## config.mk

```make
export PLATFORM = sky130hd
export DESIGN_NAME = propplug_arbiter
export DESIGN_NICKNAME = d
export VERILOG_FILES = /design/src/rtl/propplug_pkg.sv /design/src/rtl/propplug_arbiter_sync_debounce.sv /design/src/rtl/propplug_arbiter.sv
export SDC_FILE = /design/constraint.sdc
export NUM_CORES = 1
export LEC_CHECK = 0
export BUFFER_PORTS_ARGS = -buffer_cell sky130_fd_sc_hd__clkbuf_2
export CAP_MARGIN = 20
export CORE_ASPECT_RATIO = 0.6
export CORE_MARGIN = 3
export CORE_UTILIZATION = 55
export CTS_BUF_LIST = sky130_fd_sc_hd__clkbuf_4 sky130_fd_sc_hd__clkbuf_8
export DETAILED_ROUTE_END_ITERATION = 12
export HOLD_SLACK_MARGIN = 0.03
export PLACE_DENSITY = 0.76
export SLEW_MARGIN = 40
export SYNTH_ARGS = -nofsm -noshare
export SYNTH_HDL_FRONTEND = slang
export SYNTH_HIERARCHICAL = 1
export SYNTH_SLANG_ARGS = --single-unit
```

## constraint.sdc

```tcl
create_clock -name clock_160 -period 3.02 [get_ports clock_160]
set_input_delay 0.604 -clock clock_160 [delete_from_list [all_inputs] [get_ports clock_160]]
set_output_delay 0.604 -clock clock_160 [all_outputs]
set_load 0.02 [all_outputs]
```

## src/rtl/propplug_pkg.sv

```systemverilog
// Shared types and constants for the Propeller boot-UART arbiter.
package propplug_pkg;

  typedef enum logic [2:0] {
    ST_FTDI,
    ST_DRAIN_EXT,
    ST_RST_EXT,
    ST_EXT,
    ST_DRAIN_FTDI,
    ST_RST_FTDI
  } propplug_state_t;

  localparam logic OWNER_FTDI = 1'b0;
  localparam logic OWNER_EXT  = 1'b1;

endpackage

```

## src/rtl/propplug_arbiter_sync_debounce.sv

```systemverilog
// Two-flop synchroniser plus counter debouncer for the ownership select switch.
module sync_debounce #(
  parameter int CYCLES = 1600000
) (
  input  logic clk,
  input  logic res,
  input  logic din,
  output logic sel_db
);

  localparam int CW = $clog2(CYCLES + 1);

  logic          meta;
  logic          sel_sync;
  logic [CW-1:0] count;

  // The count only advances while the synchronised input disagrees with the accepted value.
  always_ff @(posedge clk) begin
    if (res) begin
      meta     <= 1'b0;
      sel_sync <= 1'b0;
      count    <= '0;
      sel_db   <= 1'b0;
    end else begin
      meta     <= din;
      sel_sync <= meta;
      if (sel_sync == sel_db) begin
        count <= '0;
      end else if (count == CW'(CYCLES - 1)) begin
        sel_db <= sel_sync;
        count  <= '0;
      end else if (count != CW'(CYCLES)) begin
        count <= count + 1'b1;
      end
    end
  end

endmodule

```

## src/rtl/propplug_arbiter.sv

```systemverilog
// Sequenced handover of the Propeller boot UART (P31/P30) between the FTDI bridge and the header.
// Define PROPPLUG_RESET_EN to pulse prop_res_req during each handover; otherwise RST_x is a 1-cycle guard.
module propplug_arbiter
  import propplug_pkg::*;
#(
  parameter int DEBOUNCE_CYCLES    = 1600000,
  parameter int IDLE_CYCLES        = 16000,
  parameter int RESET_PULSE_CYCLES = 160
) (
  input  logic clock_160,
  input  logic res,
  input  logic sel_ext_raw,
  input  logic ftdi_txd,
  input  logic prop_tx,
  output logic ftdi_rxd,
  output logic ftdi_rxd_oe,
  output logic prop_rx,
  output logic prop_rx_oe,
  output logic owner,
  output logic busy,
  output logic prop_res_req
);

  localparam int IW = $clog2(IDLE_CYCLES + 1);

  propplug_state_t state, next_state;
  logic            sel_db;
  logic [IW-1:0]   idle_cnt, idle_next;
  logic            idle_done, pulse_done;
  logic            draining, resetting;
  logic            owner_q, owner_next;
  logic            drive_q, drive_next;
  logic            busy_q, busy_next;

  sync_debounce #(.CYCLES(DEBOUNCE_CYCLES)) u_sel (
    .clk    (clock_160),
    .res    (res),
    .din    (sel_ext_raw),
    .sel_db (sel_db)
  );

  assign draining  = (state == ST_DRAIN_EXT) || (state == ST_DRAIN_FTDI);
  assign resetting = (state == ST_RST_EXT) || (state == ST_RST_FTDI);

  // Idle run length of both lines; the handover proceeds on the cycle the run completes.
  always_comb begin
    idle_next = '0;
    if (draining && ftdi_txd && prop_tx)
      idle_next = (idle_cnt == IW'(IDLE_CYCLES)) ? idle_cnt : idle_cnt + 1'b1;
  end

  assign idle_done = (idle_next == IW'(IDLE_CYCLES));

`ifdef PROPPLUG_RESET_EN
  localparam int PW = $clog2(RESET_PULSE_CYCLES + 1);

  logic [PW-1:0] pulse_cnt, pulse_next;
  logic          req_q;

  always_comb begin
    pulse_next = '0;
    if (resetting)
      pulse_next = (pulse_cnt == PW'(RESET_PULSE_CYCLES)) ? pulse_cnt : pulse_cnt + 1'b1;
  end

  assign pulse_done = (pulse_next == PW'(RESET_PULSE_CYCLES));

  always_ff @(posedge clock_160) begin
    if (res) begin
      pulse_cnt <= '0;
      req_q     <= 1'b0;
    end else begin
      pulse_cnt <= pulse_done ? '0 : pulse_next;
      req_q     <= (next_state == ST_RST_EXT) || (next_state == ST_RST_FTDI);
    end
  end

  assign prop_res_req = req_q;
`else
  logic pulse_len_unused;

  assign pulse_len_unused = (RESET_PULSE_CYCLES > 0);
  assign pulse_done       = 1'b1;
  assign prop_res_req     = 1'b0;
`endif

  always_comb begin
    next_state = state;
    case (state)
      ST_FTDI:       if (sel_db) next_state = ST_DRAIN_EXT;
      ST_DRAIN_EXT:  if (!sel_db) next_state = ST_FTDI;
                     else if (idle_done) next_state = ST_RST_EXT;
      ST_RST_EXT:    if (pulse_done) next_state = ST_EXT;
      ST_EXT:        if (!sel_db) next_state = ST_DRAIN_FTDI;
      ST_DRAIN_FTDI: if (sel_db) next_state = ST_EXT;
                     else if (idle_done) next_state = ST_RST_FTDI;
      ST_RST_FTDI:   if (pulse_done) next_state = ST_FTDI;
      default:       next_state = ST_FTDI;
    endcase

    // Outputs are decoded from the next state so they register alongside it.
    owner_next = OWNER_FTDI;
    drive_next = 1'b1;
    busy_next  = 1'b0;
    case (next_state)
      ST_DRAIN_EXT:  busy_next = 1'b1;
      ST_RST_EXT: begin
        owner_next = OWNER_EXT;
        drive_next = 1'b0;
        busy_next  = 1'b1;
      end
      ST_EXT: begin
        owner_next = OWNER_EXT;
        drive_next = 1'b0;
      end
      ST_DRAIN_FTDI: begin
        owner_next = OWNER_EXT;
        drive_next = 1'b0;
        busy_next  = 1'b1;
      end
      ST_RST_FTDI: begin
        drive_next = 1'b0;
        busy_next  = 1'b1;
      end
      default: ;
    endcase
  end

  always_ff @(posedge clock_160) begin
    if (res) begin
      state    <= ST_FTDI;
      idle_cnt <= '0;
      owner_q  <= OWNER_FTDI;
      drive_q  <= 1'b1;
      busy_q   <= 1'b0;
    end else begin
      state    <= next_state;
      idle_cnt <= (draining && next_state == state) ? idle_next : '0;
      owner_q  <= owner_next;
      drive_q  <= drive_next;
      busy_q   <= busy_next;
    end
  end

  assign owner       = owner_q;
  assign busy        = busy_q;
  assign ftdi_rxd_oe = drive_q;
  assign prop_rx_oe  = drive_q;
  assign ftdi_rxd    = drive_q ? prop_tx : 1'b1;
  assign prop_rx     = drive_q ? ftdi_txd : 1'b1;

endmodule

```

**Word level (Yosys, flattened, before mapping)**

Cells that the tools add are included.

- Bits in registers: 44
- Latch bits: 0
- Bits in writable memories: 0
- Memory bits (read-only): 0
- Word-level logic and storage cells: 53
- Memories kept: 0

- Add/sub/neg operators: 2
- Multipliers: 0
- Divide/modulo/power cells: 0
- $lt $le $gt $ge: 0
- Eq/ne operators: 15
- Shift-type cells: 0
- Multiplexer cells: 14
- Bitwise operators: 2
- Reductions and logical operators: 11

Operator list:

| kind | count |
|---|---|
| $eq A14 B14 Y1 const B | 2 |
| $mux W14 | 2 |
| $add A21 B1 Y21 const B | 1 |
| $eq A21 B21 Y1 const B | 1 |
| $ne A21 B21 Y1 const B | 1 |
| $mux W3 | 6 |
| $pmux W3 S5 | 1 |
| $add A14 B1 Y14 const B | 1 |
| $eq A3 B2 Y1 const B | 4 |
| $eq A3 B3 Y1 const B | 3 |
| $reduce_or A4 Y1 | 2 |
| $eq A3 B1 Y1 const B | 2 |
| $reduce_or A3 Y1 | 2 |
| $mux W1 | 5 |
| $eq A3 B3 Y1 | 1 |
| $logic_and A1 B1 Y1 | 3 |
| $logic_not A3 Y1 | 1 |
| $not A1 Y1 | 2 |
| $reduce_and A2 Y1 | 1 |
| $reduce_or A2 Y1 | 1 |
| $eq A1 B1 Y1 | 1 |
| $logic_or A1 B1 Y1 | 1 |

**Depth between registers and ports, before layout**

- Depth after elaboration: 13
- Mapped depth: 11
- Depth with buffers taken out: 11

**Hierarchy**

The synthesis kept the hierarchy.

By module, submodules not included:

| module | times used | cells each | area an instance (sq um) | seq. area each (sq um) |
|---|---|---|---|---|
| propplug_arbiter | 1 | 150 | 1276.2 | 400.4 |
| sync_debounce | 1 | 135 | 1151.1 | 480.5 |

**Worst setup path before layout**

OpenSTA, ideal clock, no wires.

- Path kind: reg2reg
- Start: register idle_cnt[0]
- End: register drive_q, in the netlist ftdi_rxd_oe
- Library setup time: 0.123 ns
- Data arrival time: 2.717 ns
- Required time: 2.897 ns
- Path slack: 0.179 ns
- Stages on the path, launching flop included: 11
- Buffers on the path: 1
- Clock period less this slack: 2.841 ns
- Cells stage by stage: dfxtp_1 ha_1 and3_1 buf_2 nand4_1 xor2_1 nand4bb_2 or4_1 and2_1 ha_1 or2_2

- Word-level cells in the longest chain between the ends: 10
- Elaborated cells on any way between the ends: 16
- Those cells by class: add/sub: 1; eq/ne: 6; mux: 8; reduce/logical: 1

Ends and longest elaborated chain:

| element | line | text |
|---|---|---|
| start: declaration | propplug_arbiter.sv:28 | `logic [IW-1:0] idle_cnt, idle_next;` |
| start signal: assignment | propplug_arbiter.sv:138 | `idle_cnt <= (draining && next_state == state) ? idle_next : '0;` |
| $add A14 B1 Y14 / $eq A14 B14 Y1 (equally long branches) | propplug_arbiter.sv:49 | `idle_next = (idle_cnt == IW'(IDLE_CYCLES)) ? idle_cnt : idle_cnt + 1'b1;` |
| $mux W14 (*) | propplug_arbiter.sv:49 |  |
| $mux W14 (*) | propplug_arbiter.sv:48 | `if (draining && ftdi_txd && prop_tx)` |
| $eq A14 B14 Y1 (*) | propplug_arbiter.sv:52 | `assign idle_done = (idle_next == IW'(IDLE_CYCLES));` |
| $mux W3, on equally long branches | propplug_arbiter.sv:96, propplug_arbiter.sv:92 |  |
| $mux W3, on equally long branches | propplug_arbiter.sv:95, propplug_arbiter.sv:91 |  |
| $pmux W3 S5 (*) | propplug_arbiter.sv:89 | `case (state)` |
| $eq A3 B3 Y1 / $eq A3 B2 Y1 (equally long branches) | propplug_arbiter.sv:105 | `case (next_state)` |
| $reduce_or A4 Y1 (no line) (*) | n/a |  |
| $mux W1 (*) | propplug_arbiter.sv:105 |  |
| net drive_next | propplug_arbiter.sv:32 | `logic drive_q, drive_next;` |
| end signal: assignment | propplug_arbiter.sv:140 | `drive_q <= drive_next;` |
| end: declaration | propplug_arbiter.sv:32 |  |

The timed path passes the listed nets; every way through them passes the cells marked *.
A chain may end at the register's enable or synchronous reset.

**Worst setup path after layout**

- Start: register idle_cnt[6]
- End: register drive_q, in the netlist ftdi_rxd_oe

Same word-level chain as after synthesis.

==> metrics.txt <==
outcome complete, no violations; RR Endpoint ftdi_rxd_oe$_SDFF_PP1_; Pins Over Slew Limit 0; ant diodes 0; Avg Inst Size Synth 8.517 µm²; fraction of registers with async set/reset 0%; postcts setup bufs 0; DIE HEIGHT 57.46 µm; reg-to-reg startpoint idle_cnt[6]$_SDFF_PP0_; Final Hold Viols 0; Post-Syn Nets 296; Synth Cell Area 2427 µm²; layout cells sized above 1 15.77%; Worst path depth 8; grt total ovfl 0; Syn Inst Count 285; Critical Path AT 3.14 ns; area leader, netlist dfxtp_1; achievable frequency 340.1 MHz; period utilization 97.35%; clock buffer count from CTS 5; Hold Path Sink u_sel/sel_sync$_SDFF_PP0_; most frequent cells after synthesis dfxtp_1, nor2_1, xor2_1, nand2_1; hold path startpoint u_sel/meta$_SDFF_PP0_; Worst Path Max Fanout 7; Worst setup EP type flop; total power 0.001053 W; Pre-antenna DRT Iters 4; Clock Sinks 44; Post-synth EDFFs 0; most area-consuming cells after synthesis dfxtp_1, xor2_1, nor2_1, nand4_1, xnor2_1; Leak 0.9299 nW; Initial Util 58.26%; Clk pwr share 43.0%; met3 Use GR 5.007%; Sequential Power Share 55.3%; FP Rows 18; GPL Wtd Cong 0.8767; Synth Register Bits 44; Avg WL per Cell 15.07 µm; final setup vio count 0; clock skew 0.006001 ns; largest net degree at the start of global routing 17; Worst Hold Depth 1; delay-heaviest family, CP simple AND/OR/NAND/NOR gates; Worst setup startpoint idle_cnt[6]$_SDFF_PP0_; Placement Setup Slack 0.1123 ns; PwrDens 395.4 nW/µm²; via-per-instance ratio 5.860; vias in the first global route 1,843; startpoint types flop; CTS tree built; Slew @ Worst Pin 0.5589 ns; CORE AREA 4167 µm²; most numerous cell in the Yosys netlist dfxtp_1; first-pass GRT wire length 8935 µm; DRC viols 0; area grow syn2layout 9.691%; Psw 0.0002205 W; top-area cell type share of the netlist area 36.29%; Die X 91.77 µm; Worst EP required 3.22 ns; internal power 0.0008322 W; DRT antenna net count 0; met1 usage 33.98%; die area 5273 µm²; Max Cap Violations 0; Worst R2R Path Depth 8; DR iter-0 viols 210; RSZ-0062 raised after global routing no; Main synth FF type dfxtp_1; Reg clk slew, reported paths 0.08 ns; WP buf/inv 0; Total GRT Usage 21.43%; Ports 12; Comb power frac 1.7%; initial antenna violation count 0; met2 Use GR 27.62%; worst path cell trace and4_2, nand4_1, mux2i_1, nand4bb_2, or4_1, and2_1, ha_1, or2_2; Yosys Warn Count 6; CTS max path bufs 2; crit-path max cell delay 0.56 ns; H-tree depth 2; PortBufs 10; gr busiest metal met1; Distinct cells, synth 53; Detailed Route WL 5394 µm; sequential fraction of the synthesis area 36.29%; Root Driver clkbuf_8; FF-to-FF setup slack 0.08 ns; Fin Setup TNS 0 ns; Layout Nets 308; Hold Crit Class flop to flop; WS Path Type flop to flop; switching share of power 20.95%; VDD IR max 0.2597 mV; Worst Slack Setup Final 0.07990 ns; Vias 2,098; Worst slew margin 62.40%; slowest library cell on the worst path or4_1; worst-skew pair later-pin latency 0.30 ns; HPWL after DPL 3971 µm; post-layout min period 2.940 ns
==> flip-flops by register name, indices dropped and copies added (netlist names) <==
| signal | count |
|---|---|
| ftdi_rxd_oe | 1 |
| state | 3 |
| busy | 1 |
| idle_cnt | 14 |
| u_sel/meta | 1 |
| owner | 1 |
| u_sel/sel_db | 1 |
| u_sel/sel_sync | 1 |
| u_sel/count | 21 |
==> worst max path at each step <==
stage	end	slack (ns)
global placement	ftdi_rxd_oe$_SDFF_PP1_	0.16
finish	ftdi_rxd_oe$_SDFF_PP1_	0.08
global route	ftdi_rxd_oe$_SDFF_PP1_	0.006
floorplan	ftdi_rxd_oe$_SDFF_PP1_	0.18
CTS	ftdi_rxd_oe$_SDFF_PP1_	0.08
detailed placement	ftdi_rxd_oe$_SDFF_PP1_	0.11
==> cell families (layout without fill, tap and decap cells) <==
| kind of cell | Yosys count | after routing | share of synthesized area (%) |
|---|---|---|---|
| buffers and inverters | 28 | 41 | 5.722 |
| other | 1 | 1 | 0.1545 |
| XOR/XNOR | 28 | 28 | 10.10 |
| adder cells (fa/ha/maj) | 6 | 6 | 3.093 |
| multiplexers | 2 | 2 | 0.8763 |
| AO/OA/AOI/OAI | 38 | 38 | 11.03 |
| flip-flops | 44 | 44 | 36.29 |
| AND/OR/NAND/NOR | 138 | 138 | 32.73 |
==> stage by stage <==
| step | util, % | hold WS [ns] | instances | instance area (µm²) |
|---|---|---|---|---|
| after floorplan | - | 0.4138 | 285 | 2427 |
| after global routing | 63.90 | 0.4517 | 358 | 2663 |
| after detailed placement | 61.11 | 0.4204 | 350 | 2546 |
| after CTS | 63.78 | 0.4397 | 358 | 2658 |
| final | 63.90 | 0.4395 | 358 | 2663 |
| after global placement | 61.11 | 0.4281 | 350 | 2546 |
==> timing repair <==
item,in CTS,in global routing
endpoints found under the hold margin,0,0
hold buffers,0,0
gates resized for setup,0,3
endpoints found under the setup margin,0,1
==> worst reg2reg max path: cells and delay by family, from the launching register on <==
kind	cells	cell delay (ns)
flip-flops	1	0.48
multiplexers	1	0.30
AND/OR/NAND/NOR	6	1.77
adder cells (fa/ha/maj)	1	0.29
==> metal layers <==
layer | vias to the layer above | wire, µm
li1 | 1032 | -
met1 | 973 | 2898
met2 | 84 | 2017
met3 | 9 | 400
met4 | 0 | 76
met5 | - | 0
==> cell usage in the layout, fill, tap and decap left out, drive strengths merged, types with 2 or more instances in the layout <==
cell type  count
nand3b         2
nor4           4
o2111ai        2
nand2b         3
a21oi         13
buf           11
or3            6
and3           6
o21a           2
nor2          37
nor3b          2
inv           12
nand2         18
nand4         14
a32o           2
nand3         12
clkbuf        15
a31oi          2
and2           3
or4            5
o21ai          7
and4           7
o31ai          5
xnor2          9
ha             6
xor2          19
nor3           8
dfxtp         44
nor2b          4
==> power by group through the flow <==
| stage | sequential (W) | combinational [W] | clock (W) |
|---|---|---|---|
| after floorplan | 0.000596 | 0.0000129 | 0 |
| after global placement | 0.000596 | 0.0000174 | 0 |
| after detailed placement | 0.000596 | 0.0000181 | 0 |
| after CTS | 0.000582 | 0.0000181 | 0.000459 |
| after global routing | 0.000582 | 0.0000197 | 0.000486 |
| final | 0.000582 | 0.0000181 | 0.000452 |
==> area by class of cell <==
class / instances / area (µm²)
Fill cell: 338 / 1504
Multi-Input combinational cell: 213 / 1416
Sequential cell: 44 / 882.1
Timing Repair Buffer: 21 / 132.6
Tap cell: 60 / 75.07
Clock buffer: 5 / 68.82
Inverter: 12 / 45.04
Clock inverter: 3 / 42.54
Note: power is estimated with default switching activity, not from simulation.
